==> src/rtl/qencoder_gen.sv <==
// -----------------------------------------------------------------------------
// qencoder_gen -- quadrature encoder signal generator
//
// Drives A/B quadrature lines one Gray-coded step at a time, at a programmable
// rate, until the emitted position equals a commanded target. Used as a
// motor/encoder emulator looped back into a quadrature decoder.
//
// Ports
//   clk         in   1    system clock
//   i_reset     in   1    asynchronous, active-low reset
//   i_enable    in   1    run enable; low freezes all state (loads still captured)
//   i_target    in   NB   target position, captured on i_load
//   i_load      in   1    1-cycle strobe: capture i_target
//   i_period    in   PW   clk cycles per step; 0 behaves as 1
//   o_encoder   out  2    {A,B}, registered, phase locked to o_position[1:0]
//   o_position  out  NB   signed modular sum of emitted steps
//   o_dir       out  1    direction of the last step (1 = +1)
//   o_busy      out  1    high while a move is in progress
//   o_done      out  1    1-cycle pulse on the step that reaches the target
//   o_index     out  1    index pulse, once per revolution
//
// Configuration macro
//   QGEN_INDEX_EN  when defined, o_index is high (registered) while
//                  o_position[CPR_LOG2-1:0] == 0; otherwise o_index is tied 0.
// -----------------------------------------------------------------------------
module qencoder_gen #(
    parameter int NB       = 32,
    parameter int PW       = 16,
    parameter int CPR_LOG2 = 10
) (
    input  logic          clk,
    input  logic          i_reset,
    input  logic          i_enable,
    input  logic [NB-1:0] i_target,
    input  logic          i_load,
    input  logic [PW-1:0] i_period,
    output logic [1:0]    o_encoder,
    output logic [NB-1:0] o_position,
    output logic          o_dir,
    output logic          o_busy,
    output logic          o_done,
    output logic          o_index
);

    typedef enum logic [0:0] {
        ST_IDLE = 1'b0,
        ST_RUN  = 1'b1
    } state_t;

    state_t        state_q,  state_d;
    logic [NB-1:0] target_q, target_d;
    logic [PW-1:0] presc_q,  presc_d;
    logic [NB-1:0] pos_q,    pos_d;
    logic [1:0]    enc_q,    enc_d;
    logic          dir_q,    dir_d;
    logic          busy_q,   busy_d;
    logic          done_q,   done_d;

    logic [PW-1:0] period_eff_s;
    logic [NB-1:0] diff_s;
    logic          step_fwd_s;
    logic          terminal_s;

    // The index slice must fit inside the position word.
    if (CPR_LOG2 < 1 || CPR_LOG2 > NB) begin : g_cpr_range
        $error("qencoder_gen: CPR_LOG2 must be in 1..NB");
    end

    // Gray phase for a position count: 0:00, 1:10, 2:11, 3:01.
    function automatic logic [1:0] phase_of(input logic [1:0] cnt);
        logic [1:0] ph;
        case (cnt)
            2'd0:    ph = 2'b00;
            2'd1:    ph = 2'b10;
            2'd2:    ph = 2'b11;
            2'd3:    ph = 2'b01;
            default: ph = 2'b00;
        endcase
        return ph;
    endfunction

    // Step-rate and shortest-path direction helpers.
    always_comb begin
        period_eff_s = (i_period == {PW{1'b0}}) ? PW'(1) : i_period;
        diff_s       = target_q - pos_q;
        // MSB clear means the forward path is shorter; the 2^(NB-1) tie goes reverse.
        step_fwd_s   = ~diff_s[NB-1];
        // ">=" so that shrinking the period mid-run fires on the next cycle.
        terminal_s   = (presc_q >= (period_eff_s - PW'(1)));
    end

    // Next-state logic for the move controller.
    always_comb begin
        state_d = state_q;
        presc_d = presc_q;
        pos_d   = pos_q;
        dir_d   = dir_q;
        done_d  = 1'b0;

        // Target capture is independent of i_enable.
        if (i_load) begin
            target_d = i_target;
        end else begin
            target_d = target_q;
        end

        if (i_enable) begin
            case (state_q)
                ST_IDLE: begin
                    presc_d = {PW{1'b0}};
                    if (target_q != pos_q) begin
                        state_d = ST_RUN;
                    end else begin
                        state_d = ST_IDLE;
                    end
                end
                ST_RUN: begin
                    if (target_q == pos_q) begin
                        // Retargeted onto the current position: stop silently.
                        state_d = ST_IDLE;
                        presc_d = {PW{1'b0}};
                    end else if (terminal_s) begin
                        presc_d = {PW{1'b0}};
                        dir_d   = step_fwd_s;
                        if (step_fwd_s) begin
                            pos_d = pos_q + NB'(1);
                        end else begin
                            pos_d = pos_q - NB'(1);
                        end
                        if (pos_d == target_q) begin
                            done_d  = 1'b1;
                            state_d = ST_IDLE;
                        end else begin
                            state_d = ST_RUN;
                        end
                    end else begin
                        presc_d = presc_q + PW'(1);
                    end
                end
                default: begin
                    state_d = ST_IDLE;
                    presc_d = {PW{1'b0}};
                end
            endcase
        end else begin
            state_d = state_q;
            presc_d = presc_q;
        end

        enc_d  = phase_of(pos_d[1:0]);
        busy_d = (state_d == ST_RUN);
    end

    // State and output registers; reset drives the encoder lines to 00 immediately.
    always_ff @(posedge clk or negedge i_reset) begin
        if (!i_reset) begin
            state_q  <= ST_IDLE;
            target_q <= {NB{1'b0}};
            presc_q  <= {PW{1'b0}};
            pos_q    <= {NB{1'b0}};
            enc_q    <= 2'b00;
            dir_q    <= 1'b0;
            busy_q   <= 1'b0;
            done_q   <= 1'b0;
        end else begin
            state_q  <= state_d;
            target_q <= target_d;
            presc_q  <= presc_d;
            pos_q    <= pos_d;
            enc_q    <= enc_d;
            dir_q    <= dir_d;
            busy_q   <= busy_d;
            done_q   <= done_d;
        end
    end

`ifdef QGEN_INDEX_EN
    logic index_q;

    // Index flag registered alongside the position it describes.
    always_ff @(posedge clk or negedge i_reset) begin
        if (!i_reset) begin
            index_q <= 1'b0;
        end else begin
            index_q <= (pos_d[CPR_LOG2-1:0] == {CPR_LOG2{1'b0}});
        end
    end

    assign o_index = index_q;
`else
    assign o_index = 1'b0;
`endif

    assign o_encoder  = enc_q;
    assign o_position = pos_q;
    assign o_dir      = dir_q;
    assign o_busy     = busy_q;
    assign o_done     = done_q;

endmodule

==> config.mk <==
export PLATFORM = sky130hd
export DESIGN_NAME = qencoder_gen
export DESIGN_NICKNAME = d
export VERILOG_FILES = /design/src/rtl/qencoder_gen.sv
export SDC_FILE = /design/constraint.sdc
export NUM_CORES = 1
export LEC_CHECK = 0
export ABC_AREA = 1
export CORE_ASPECT_RATIO = 1.5
export CORE_MARGIN = 2
export CORE_UTILIZATION = 55
export CTS_BUF_LIST = sky130_fd_sc_hd__clkbuf_8
export DETAILED_ROUTE_END_ITERATION = 10
export DONT_BUFFER_PORTS = 1
export GPL_TIMING_DRIVEN = 0
export PLACE_DENSITY = 0.78
export SLEW_MARGIN = 20
export SYNTH_ARGS = -nofsm -noshare
export SYNTH_HDL_FRONTEND = slang
export SYNTH_SLANG_ARGS = --single-unit
==> constraint.sdc <==
create_clock -name clk -period 12.25 [get_ports clk]
set_input_delay 2.45 -clock clk [delete_from_list [all_inputs] [get_ports clk]]
set_output_delay 2.45 -clock clk [all_outputs]
set_load 0.01 [all_outputs]
-- After elaboration in Yosys (flattened, before gate mapping)
Index checks and enable logic that the tools add are counted.
- order comparisons: 1
- equality and inequality tests: 6
- add/subtract/negate cells: 5
- muxes and demuxes: 24
- bitwise gates (word level): 3
- reduce and logical (&&, ||, !) cells: 3
- operators by type and width (cell ; count):
    2-to-1 mux 32 bit ; 5
    equality test 32 bit ; 2
    2-to-1 mux 16 bit ; 3
    adder 32 x 1 -> 32 bit (second input constant) ; 1
    != test 32 bit ; 1
    one-hot mux 16 bit (2 select lines) ; 1
    subtractor 32 x 1 -> 32 bit (second input constant) ; 1
    subtractor 32 bit ; 1
    adder 16 x 1 -> 16 bit (second input constant) ; 1
    >= comparator 16 bit ; 1
    zero test 16 bit ; 1
    subtractor 16 x 1 -> 16 bit (second input constant) ; 1
    2-to-1 mux 1 bit ; 9
    2-to-1 mux 2 bit ; 4
    one-hot mux 2 bit (4 select lines) ; 1
    equality test 2 bit (second input constant) ; 2
    AND reduction 4 bit ; 1
    NOT 1 bit ; 3
    equality test 2 x 1 -> 1 bit (second input constant) ; 1
    zero test 2 bit ; 1
    one-hot mux 1 bit (2 select lines) ; 1
- register bits after elaboration: 85
- input bits: 52

-- Logic depth before layout (Yosys ltp)
Gate-level depths: netlist of the first run.
- word-level depth: 14
- mapped depth: 36

-- Worst setup path before layout of the first run
No wires, ideal clock.
- path kind: input-to-reg
- start: in i_period[4]
- end: reg enc_q[0] (netlist: o_encoder[0])
- data required time: 12.123 ns
- stages on the path: 27
- buffers on the path: 1
- setup slack: 6.461 ns
- setup time: 0.127 ns
- arrival: 5.661 ns
- path through: nor2_1 > inv_1 > nor3_1 > nand3_1 > nor2_1 > a21o_1 > inv_1 > ha_1 > nand2_1 > nor2_1 > and3_1 > nand3_1 > nor2_1 > xnor2_1 > ha_1 > nand2_1 > inv_1 > nand3_1 > nor3_1 > nand3_1 > nand3_1 > nand2_2 > clkbuf_1 > nand2_1 > o21ai_0 > ha_1 > or2_2
- cells in the longest elaborated chain, start to end: 10
- ends and longest elaborated chain (element ; RTL line ; source):
    start: declaration ; 36 ; input logic [PW-1:0] i_period,
    zero test 16 bit ; 84 ; period_eff_s = (i_period == {PW{1'b0}}) ? PW'(1) : i_period;
    2-to-1 mux 16 bit * ; 84 ;
    subtractor 16 x 1 -> 16 bit * ; 89 ; terminal_s = (presc_q >= (period_eff_s - PW'(1)));
    >= comparator 16 bit * ; 89 ;
    2-to-1 mux 2 bit * ; 122 ; end else if (terminal_s) begin
    2-to-1 mux 2 bit * ; 118 ; if (target_q == pos_q) begin
    2-to-1 mux 2 bit * ; 108 ; case (state_q)
    2-to-1 mux 2 bit * ; 107 ; if (i_enable) begin
    via pos_d[1] ; 53 ; logic [NB-1:0] pos_q, pos_d;
    equality test 2 bit, or another cell as far along ; 72 ; case (cnt)
    one-hot mux 2 bit (4 select lines) * ; 72 ;
    via enc_d[0] ; 54 ; logic [1:0] enc_q, enc_d;
    end signal: assignment ; 170 ; enc_q <= enc_d;
    end: declaration ; 54 ;
Mark *: on every way through the listed nets, which the timed path passes. The rest lies on a longest branch.
A chain may end at the register's enable or synchronous reset.

-- Worst setup path in the final report of the first run
Ends and elaborated chain as after synthesis.

==> results of run 1 <==
-- Yosys cell counts (2+ instances only) --
| library cell | number |
|---|---|
| a21o_1 | 5 |
| o32ai_1 | 2 |
| nor2_1 | 87 |
| o21a_1 | 2 |
| buf_4 | 2 |
| nand4_1 | 9 |
| clkbuf_1 | 11 |
| nand3_1 | 82 |
| ha_1 | 84 |
| nand2_2 | 16 |
| nor2_2 | 2 |
| nor3_1 | 12 |
| mux2_2 | 5 |
| nor4_1 | 5 |
| xor2_2 | 2 |
| xnor2_1 | 12 |
| nand3b_1 | 3 |
| xor2_1 | 26 |
| nand3_2 | 2 |
| xnor3_1 | 5 |
| o21ai_0 | 77 |
| nand2_1 | 316 |
| buf_2 | 2 |
| inv_2 | 2 |
| nor3_2 | 3 |
| o22ai_1 | 13 |
| a21oi_1 | 52 |
| inv_1 | 182 |
| dfrtp_1 | 85 |
-- per-layer routing --
| layer | GRT usage, % | up-vias | wire length [microns] |
|---|---|---|---|
| li1 | - | 3622 | - |
| met1 | 29.9 | 3301 | 7920 |
| met2 | 53.0 | 181 | 10900 |
| met3 | 4.51 | 61 | 798 |
| met4 | 16.2 | 0 | 1110 |
| met5 | 0 | - | 0 |
-- state kept, by name, summed over array words and instances (netlist names) --
register / cells
o_busy: 1
o_dir: 1
o_done: 1
o_encoder: 2
o_position: 32
presc_q: 16
target_q: 32
-- tightest hold or removal path: stages, from the launching register on --
cell and delay (ns):
dfrtp_1 0.33, inv_1 0.06, o21ai_0 0.14
-- where the power goes --
| group | total [uW] | internal [uW] | switching [uW] |
|---|---|---|---|
| Clock | 192 | 79.0 | 113 |
| Combinational | 1170 | 416 | 751 |
| Sequential | 376 | 318 | 58.0 |
-- logic make-up after synthesis --
group                      count (synthesis)  share of synthesized area, %
other                                      1                        0.0491
AOI/OAI and AO/OA                        158                          11.1
DFF                                       85                          27.8
xor gates and xnor gates                  45                          6.26
buffers and inverters                    200                          10.1
and+or+nand+nor                          541                          29.9
adders and majority gates                 85                          14.0
muxes                                      5                         0.737
-- final timing paths --
path | from | to | slack [ns] | cells after the start
worst min register to register | target_q[0] | target_q[0] | 0.56 | 2
min in group asynchronous | i_reset | target_q[5] | 1.76 | 0
worst max register to register | o_position[30] | o_busy | 6.83 | 29
max in group asynchronous | i_reset | presc_q[3] | 10.37 | 0
worst min-delay path | target_q[0] | target_q[0] | 0.56 | 2
worst max-delay path | i_period[4] | o_encoder[0] | 5.80 | 26
-- layout make-up --
type,instances,area share [%]
plain buffers,16,0.967
clock buffers,10,1.72
clock inverters,6,0.499
inverters,184,8.61
multi-input cells,835,59.2
flip-flops and latches,85,26.5
well taps,162,2.53
-- stage by stage --
step	instance area [sq um]	power [uW]	hold WS [ns]	worst slack, ns	utilization (%)
global route	8020	1900	0.599	5.47	59.3
finish	8020	1730	0.562	5.80	59.3
CTS	8020	1720	0.572	5.70	59.3
floorplan	7640	1270	0.494	6.46	-
detailed placement	7840	1520	0.549	5.31	58.0
global placement	7840	1500	0.536	5.38	58.0
==> impl_metrics.csv, run 1 <==
group,metric,value,unit
place,placedCellCount,1282,
floorplan,die_x,100,microns
sta,max_freq,155,MHz
synth,synth_cell_type_count,43,
synth,ys_ff_latch,85,
worst_setup_path,cp_data_arrival_time,6.71,ns
layout,antenna_cells,0,
cts,clock_sinks,85,
layout,mostFrequentLayoutCell,"nand2_1",
drt,num_vias,7165,
synth,syn_nets,1257,
sta,hold_violations,0,
worst_hold_path,hold_class,"reg2reg",
worst_setup_path,cp.required,12.51,ns
sta,rsz0062_at_grt,"no",
drt,ant_nets,0,
place,dpl.hpwl,16700,microns
global_route,grt_max_degree,86,
layout,multi_input_area,0.00474,sq mm
sta,finalMaxSlewViolations,0,
synth,synth-edff-count,0,
layout,layout.nets,1268,
synth,post-synth-top-area-cell,"dfrtp_1",
floorplan,dieArea,0.0149,sq mm
layout,instances_no_fill,1298,
power_and_ir_drop,leakage,0.00425,uW
synth,async_reset_ff_share,100,%
cts,cts_tree,"built",
sta,slew_headroom,46.3,%
cts,clock_latency,0.37,ns
layout,fillerInstances,1330,
floorplan,start_util,56.5,%
sta,setup_viol,0,
global_route,grt_antenna_before_repair,0,
place,io_buffers,0,
drt,wl,20700,microns
synth,synth_area_per_cell,6.82,sq um
floorplan,io-pin-count,90,
flow_run,cap_viol_max_count,0,
layout,final_cell_mix,"nand2_1, inv_1, nor2_1",
worst_setup_path,cp_max_fo,10,
sta,worst_pin_slew,0.806,ns
place,gp_congestion,0.968,
drt,viasPerCell,5.52,
cts,root_buffer,"clkbuf_8",
drt,initialDrtViolationCount,365,
global_route,grt_pass1_wl,33100,microns
synth,synth_area_leaders,"dfrtp_1, nand2_1, ha_1, inv_1, nand3_1",
power_and_ir_drop,ir_drop,0.0000770,V
cts,h-tree-depth,3,
synth,synthCells,1120,
worst_setup_path,cp-start-kind,"input port",
floorplan,core,0.0135,sq mm
cts,holdBufCountCts,0,
synth,synth_top_area_share,27.8,%
sta,finalCritPeriodShare,52.6,%
floorplan,rows,52,
cts,cts_buffers,9,
layout,drive_above_1_share,4.93,%
synth,ys_seq_area_share,27.8,%
power_and_ir_drop,power_density,216,mW/mm^2
worst_setup_path,critPathMaxStageDelay,0.51,ns
cts,clkTransAtPathRegs,0.09,ns
worst_setup_path,worstSetupPathType,"in2reg",
worst_setup_path,critPathSlowestCell,"clkbuf_1",
global_route,first_global_vias,7072,
global_route,grt_remaining_overflow,0,
global_route,track_usage,28.5,%
worst_setup_path,end_kind,"flop",
drt,drc,0,
worst_setup_path,cp_top_family,"simple AND/OR/NAND/NOR gates",
layout,synthToLayoutAreaGrowth,4.98,%
drt,dr.pass1.iters,5,
cts,cts_setup_buffers,0,
synth,synthFlopType,"dfrtp_1",
cts,cts_buffer_depth,2,
sta,fin_skew,0.0107,ns
worst_setup_path,cp_num_buf_inv,5,
synth,synth_area,0.00764,sq mm
synth,ys_warn_count,0,
sta,period_needed,6.45,ns
sta,fin_setup_tns,0,ns
drt,routedWlPerCell,16.0,microns
cts,ctsResizeCount,0,
floorplan,fp.dieH,148,microns
layout,seq_area,0.00213,sq mm
run_status,status,"complete, no violations",
No activity file was read; power rests on OpenSTA's default activity.
==> run 2, diff against run 1 <==
--- a/config.mk
+++ b/config.mk
@@ -13,7 +13,7 @@
 export DETAILED_ROUTE_END_ITERATION = 10
 export DONT_BUFFER_PORTS = 1
 export GPL_TIMING_DRIVEN = 0
-export PLACE_DENSITY = 0.78
+export PLACE_DENSITY = 0.81
 export SLEW_MARGIN = 20
 export SYNTH_ARGS = -nofsm -noshare
 export SYNTH_HDL_FRONTEND = slang
==> constraint.sdc (replaced) <==
create_clock -name clk -period 5.5 [get_ports clk]
set_input_delay 1.1 -clock clk [delete_from_list [all_inputs] [get_ports clk]]
set_output_delay 1.1 -clock clk [all_outputs]
set_load 0.01 [all_outputs]
==> impl_metrics.csv, run 2 (synthesized netlist as in run 1, its figures left out) <==
group,metric,value,unit
sta,slew_headroom,46.0,%
drt,initialDrtViolationCount,329,
floorplan,core,0.0135,sq mm
power_and_ir_drop,leakage,0.00428,uW
worst_setup_path,r2r_start,"o_position[30]",
sta,rsz0062_at_grt,"no",
layout,fillerInstances,1278,
place,dpl.hpwl,16700,microns
floorplan,io-pin-count,90,
worst_setup_path,cp_max_fo,10,
worst_hold_path,hold_class,"in2async",
power_and_ir_drop,finalPower,3980,uW
cts,clkTransAtPathRegs,0.09,ns
drt,ant_nets,0,
global_route,grt_max_degree,86,
worst_setup_path,cp-start-kind,"input port",
worst_setup_path,cp_data_arrival_time,5.44,ns
drt,wl,21000,microns
drt,drc,0,
sta,period_needed,5.17,ns
worst_setup_path,end_kind,"flop",
floorplan,die_x,100,microns
layout,seq_area,0.00213,sq mm
worst_setup_path,critPathMaxStageDelay,0.55,ns
flow_run,cap_viol_max_count,0,
worst_setup_path,worstSetupPathType,"in2reg",
layout,drive_above_1_share,5.44,%
worst_setup_path,cp.required,5.77,ns
floorplan,start_util,56.5,%
cts,cts_buffers,9,
cts,clock_sinks,85,
layout,final_core_utilization,59.8,%
cts,root_buffer,"clkbuf_8",
worst_setup_path,critPathSlowestCell,"clkbuf_1",
layout,layout.nets,1272,
floorplan,dieArea,0.0149,sq mm
sta,max_freq,193,MHz
place,io_buffers,0,
run_status,status,"complete, no violations",
sta,worst_pin_slew,0.802,ns
global_route,first_global_vias,6995,
sta,fin_skew,0.0116,ns
cts,cts_tree,"built",
power_and_ir_drop,ir_drop,0.000198,V
layout,multi_input_area,0.00475,sq mm
sta,finalCritPeriodShare,94.0,%
global_route,grt_remaining_overflow,0,
drt,viasPerCell,5.58,
global_route,track_usage,28.8,%
power_and_ir_drop,power_density,491,mW/mm^2
place,placed_area,0.00784,sq mm
sta,holdWs,0.401,ns
floorplan,rows,52,
cts,clock_latency,0.38,ns
drt,num_vias,7260,
global_route,grt_antenna_before_repair,0,
sta,hold_violations,0,
floorplan,fp.dieH,148,microns
cts,h-tree-depth,3,
layout,synthToLayoutAreaGrowth,5.98,%
layout,fin_area,0.00810,sq mm
sta,setup_viol,0,
drt,routedWlPerCell,16.2,microns
cts,cts_buffer_depth,2,
worst_setup_path,ff2ff_setup_slack,0.36,ns
layout,mostFrequentLayoutCell,"nand2_1",
sta,finalMaxSlewViolations,0,
global_route,grt_pass1_wl,33500,microns
layout,antenna_cells,0,
layout,final_cell_mix,"nand2_1, inv_1, nor2_1",
worst_setup_path,critPathLaunch,"i_period[4]",
drt,dr.pass1.iters,5,
place,gp_congestion,0.980,
[run 2: changes by cell type in the layout (fill, tap and decap cells not counted), sizes merged]
cell,previous run,this run
clkinvlp,2,3
bufinv,0,2
inv,187,185
buf,5,8
clkbuf,21,20
[run 2: layout make-up]
type / instances / share of cell area, %
Buffer: 16 / 0.958
Clock buffer: 9 / 1.53
Clock inverter: 6 / 1.10
Inverter: 184 / 8.58
Multi-Input combinational cell: 835 / 58.7
Sequential cell: 85 / 26.3
Tap cell: 162 / 2.50
Timing Repair Buffer: 3 / 0.278
Timing Repair inverter: 1 / 0.0927
[run 2: path summary, 6_finish.rpt]
kind	to	depth (start not counted)
max in group asynchronous	o_position[11]	0
min	o_position[4]	0
min reg2reg	target_q[0]	2
max reg2reg	o_busy	31
max	o_encoder[0]	26
min in group clk	target_q[0]	2
[run 2: through the flow]
stage | setup slack, ns | instances | setup TNS (ns)
6_report | 0.328 | 1301 | 0
5_1_grt | 0.0141 | 1301 | 0
4_1_cts | 0.161 | 1301 | 0
3_5_place_dp | -0.203 | 1282 | -0.421
3_3_place_gp | -0.183 | 1282 | -0.335
2_1_floorplan | 1.06 | 1120 | 0
[run 2: per-layer routing]
metal | GRT usage, % | wire length, microns | part of all wire [%]
met1 | 30.1 | 7830 | 37
met2 | 53.0 | 10900 | 52
met3 | 5.50 | 1080 | 5.1
met4 | 16.4 | 1190 | 5.7
met5 | 0 | 0 | 0
[run 2: worst max-delay path: cells and delay by family]
kind / cells / cell delay, ns
AO/OA/AOI/OAI: 3 / 0.67
XOR/XNOR: 1 / 0.13
adder cells (fa/ha/maj): 3 / 0.67
buffers and inverters: 5 / 0.79
AND/OR/NAND/NOR: 14 / 2.07
[run 2: power by group]
part | internal, uW | switching (uW)
logic | 943 | 1690
clock network | 254 | 254
registers | 708 | 128
[run 2: timing repair]
item | in CTS | in global routing
hold buffers | 0 | 0
gates cloned | 1 | 0
endpoints found under the hold margin | 0 | 0
setup endpoints to repair | 2 | 2
gates resized for setup | 2 | 2
buffers inserted | 3 | 0
==> run 3, diff against run 2 <==
--- a/config.mk
+++ b/config.mk
@@ -7,12 +7,12 @@
 export LEC_CHECK = 0
 export ABC_AREA = 1
 export CORE_ASPECT_RATIO = 1.5
-export CORE_MARGIN = 2
 export CORE_UTILIZATION = 55
 export CTS_BUF_LIST = sky130_fd_sc_hd__clkbuf_8
 export DETAILED_ROUTE_END_ITERATION = 10
 export DONT_BUFFER_PORTS = 1
 export GPL_TIMING_DRIVEN = 0
+export MAX_ROUTING_LAYER = met4
 export PLACE_DENSITY = 0.81
 export SLEW_MARGIN = 20
 export SYNTH_ARGS = -nofsm -noshare
==> constraint.sdc (replaced) <==
create_clock -name clk -period 5.5 [get_ports clk]
set_input_delay 1.1 -clock clk [delete_from_list [all_inputs] [get_ports clk]]
set_output_delay 1.1 -clock clk [all_outputs]
set_load 0.02 [all_outputs]
==> impl_metrics.csv, run 3 (synthesized netlist as in run 1, its figures left out) <==
group,metric,value,unit
run_status,status,"finished with violations",
run_status,violations,"design-rule violations",
global_route,grt_pass1_wl,33400,microns
worst_setup_path,worstSetupPathType,"in2reg",
layout,seq_area,0.00213,sq mm
power_and_ir_drop,finalPower,3940,uW
global_route,grt_max_degree,86,
floorplan,start_util,56.5,%
worst_setup_path,cp_max_fo,10,
sta,slew_headroom,45.5,%
sta,finalMaxSlewViolations,0,
power_and_ir_drop,ir_drop,0.000191,V
cts,clkTransAtPathRegs,0.10,ns
layout,fin_area,0.00807,sq mm
floorplan,core,0.0135,sq mm
sta,finalCritPeriodShare,93.1,%
layout,final_cell_mix,"nand2_1, inv_1, nor2_1",
worst_setup_path,cp-start-kind,"input port",
cts,cts_buffers,9,
sta,rsz0062_at_grt,"no",
power_and_ir_drop,power_density,488,mW/mm^2
sta,hold_violations,0,
sta,fin_skew,0.0105,ns
drt,viasPerCell,5.53,
global_route,first_global_vias,7079,
layout,antenna_cells,0,
floorplan,dieArea,0.0144,sq mm
place,dpl.hpwl,16700,microns
cts,cts_tree,"built",
drt,ant_nets,0,
sta,worst_pin_slew,0.817,ns
drt,wl,20700,microns
layout,synthToLayoutAreaGrowth,5.62,%
worst_setup_path,end_kind,"flop",
layout,multi_input_area,0.00475,sq mm
floorplan,fp.dieH,146,microns
worst_setup_path,cp_data_arrival_time,5.40,ns
cts,root_buffer,"clkbuf_8",
drt,dr.pass1.iters,8,
power_and_ir_drop,leakage,0.00425,uW
floorplan,io-pin-count,90,
floorplan,die_x,98.2,microns
worst_hold_path,hold_class,"in2async",
sta,max_freq,195,MHz
cts,clock_sinks,85,
drt,initialDrtViolationCount,368,
layout,mostFrequentLayoutCell,"nand2_1",
drt,routedWlPerCell,15.9,microns
sta,setup_viol,0,
place,io_buffers,0,
cts,cts_buffer_depth,2,
drt,num_vias,7185,
global_route,grt_antenna_before_repair,0,
floorplan,rows,52,
place,placedCellCount,1282,
place,placed_area,0.00784,sq mm
cts,h-tree-depth,3,
cts,clock_latency,0.38,ns
global_route,track_usage,30.8,%
sta,fin_setup_tns,0,ns
layout,layout.nets,1270,
place,gp_congestion,0.964,
layout,instances_no_fill,1300,
layout,drive_above_1_share,5.80,%
sta,period_needed,5.12,ns
worst_setup_path,cp.required,5.77,ns
layout,fillerInstances,1322,
drt,drc,4,
global_route,grt_remaining_overflow,0,
flow_run,cap_viol_max_count,0,
## run 3: metrics by stage
step                      util [%]  worst slack, ns  hold WS, ns
after detailed placement      58.0           -0.248        0.530
after floorplan                  -             1.06        0.494
after global placement        58.0           -0.245        0.515
after CTS                     59.5            0.126        0.393
after global routing          59.6           0.0312        0.375
final                         59.6            0.377        0.402
## run 3: cell type report
class                           count  area share [%]
Inverter                          184            8.61
Timing Repair Buffer                1           0.248
Tap cell                          162            2.51
Sequential cell                    85            26.4
Multi-Input combinational cell    835            58.9
Timing Repair inverter              1          0.0930
Clock inverter                      7           0.729
Clock buffer                        9            1.54
Buffer                             16           0.961
## run 3: worst max-delay path: stages
cell	delay (ns)
nor2_1	0.02
inv_1	0.06
nor3_1	0.05
nand3_1	0.10
nor2_1	0.05
a21o_1	0.15
inv_1	0.09
ha_1	0.19
nand2_1	0.12
nor2_1	0.21
and3_1	0.23
nand3_1	0.09
nor2_1	0.12
xnor2_1	0.13
ha_1	0.24
nand2_1	0.07
inv_1	0.04
nand3_1	0.08
inv_1	0.05
a21oi_1	0.22
nand3_1	0.27
nand2_2	0.34
clkbuf_1	0.53
o21ai_0	0.28
ha_1	0.24
or2_2	0.29
## run 3: per-layer routing
| layer | vias up | wire (microns) | track usage, % |
|---|---|---|---|
| li1 | 3625 | - | - |
| met3 | 66 | 1030 | 4.93 |
| met5 | - | 0 | - |
| met2 | 212 | 10900 | 55.5 |
| met4 | 0 | 1170 | 17.5 |
| met1 | 3282 | 7610 | 31.2 |
## run 3: power breakdown
part | internal [uW] | switching [uW]
logic | 942 | 1680
registers | 708 | 173
clock network | 171 | 265
total | 1820 | 2120
## run 3: repair_timing
| action | in CTS | in global routing |
|---|---|---|
| setup buffers | 1 | 0 |
| setup endpoints to repair | 2 | 2 |
| gates resized for setup | 2 | 6 |
| gates cloned | 1 | 0 |
| hold buffers | 0 | 0 |
## run 3: path summary, 6_finish.rpt
check	start	endpoint	slack, ns	depth (start not counted)
min in group clk	target_q[0]	target_q[0]	0.54	2
max in group asynchronous	i_reset	target_q[19]	4.95	0
setup / recovery	i_period[4]	o_encoder[0]	0.38	26
setup reg to reg	o_position[30]	o_busy	0.41	27
hold reg to reg	target_q[0]	target_q[0]	0.54	2
hold / removal	i_reset	target_q[4]	0.40	0
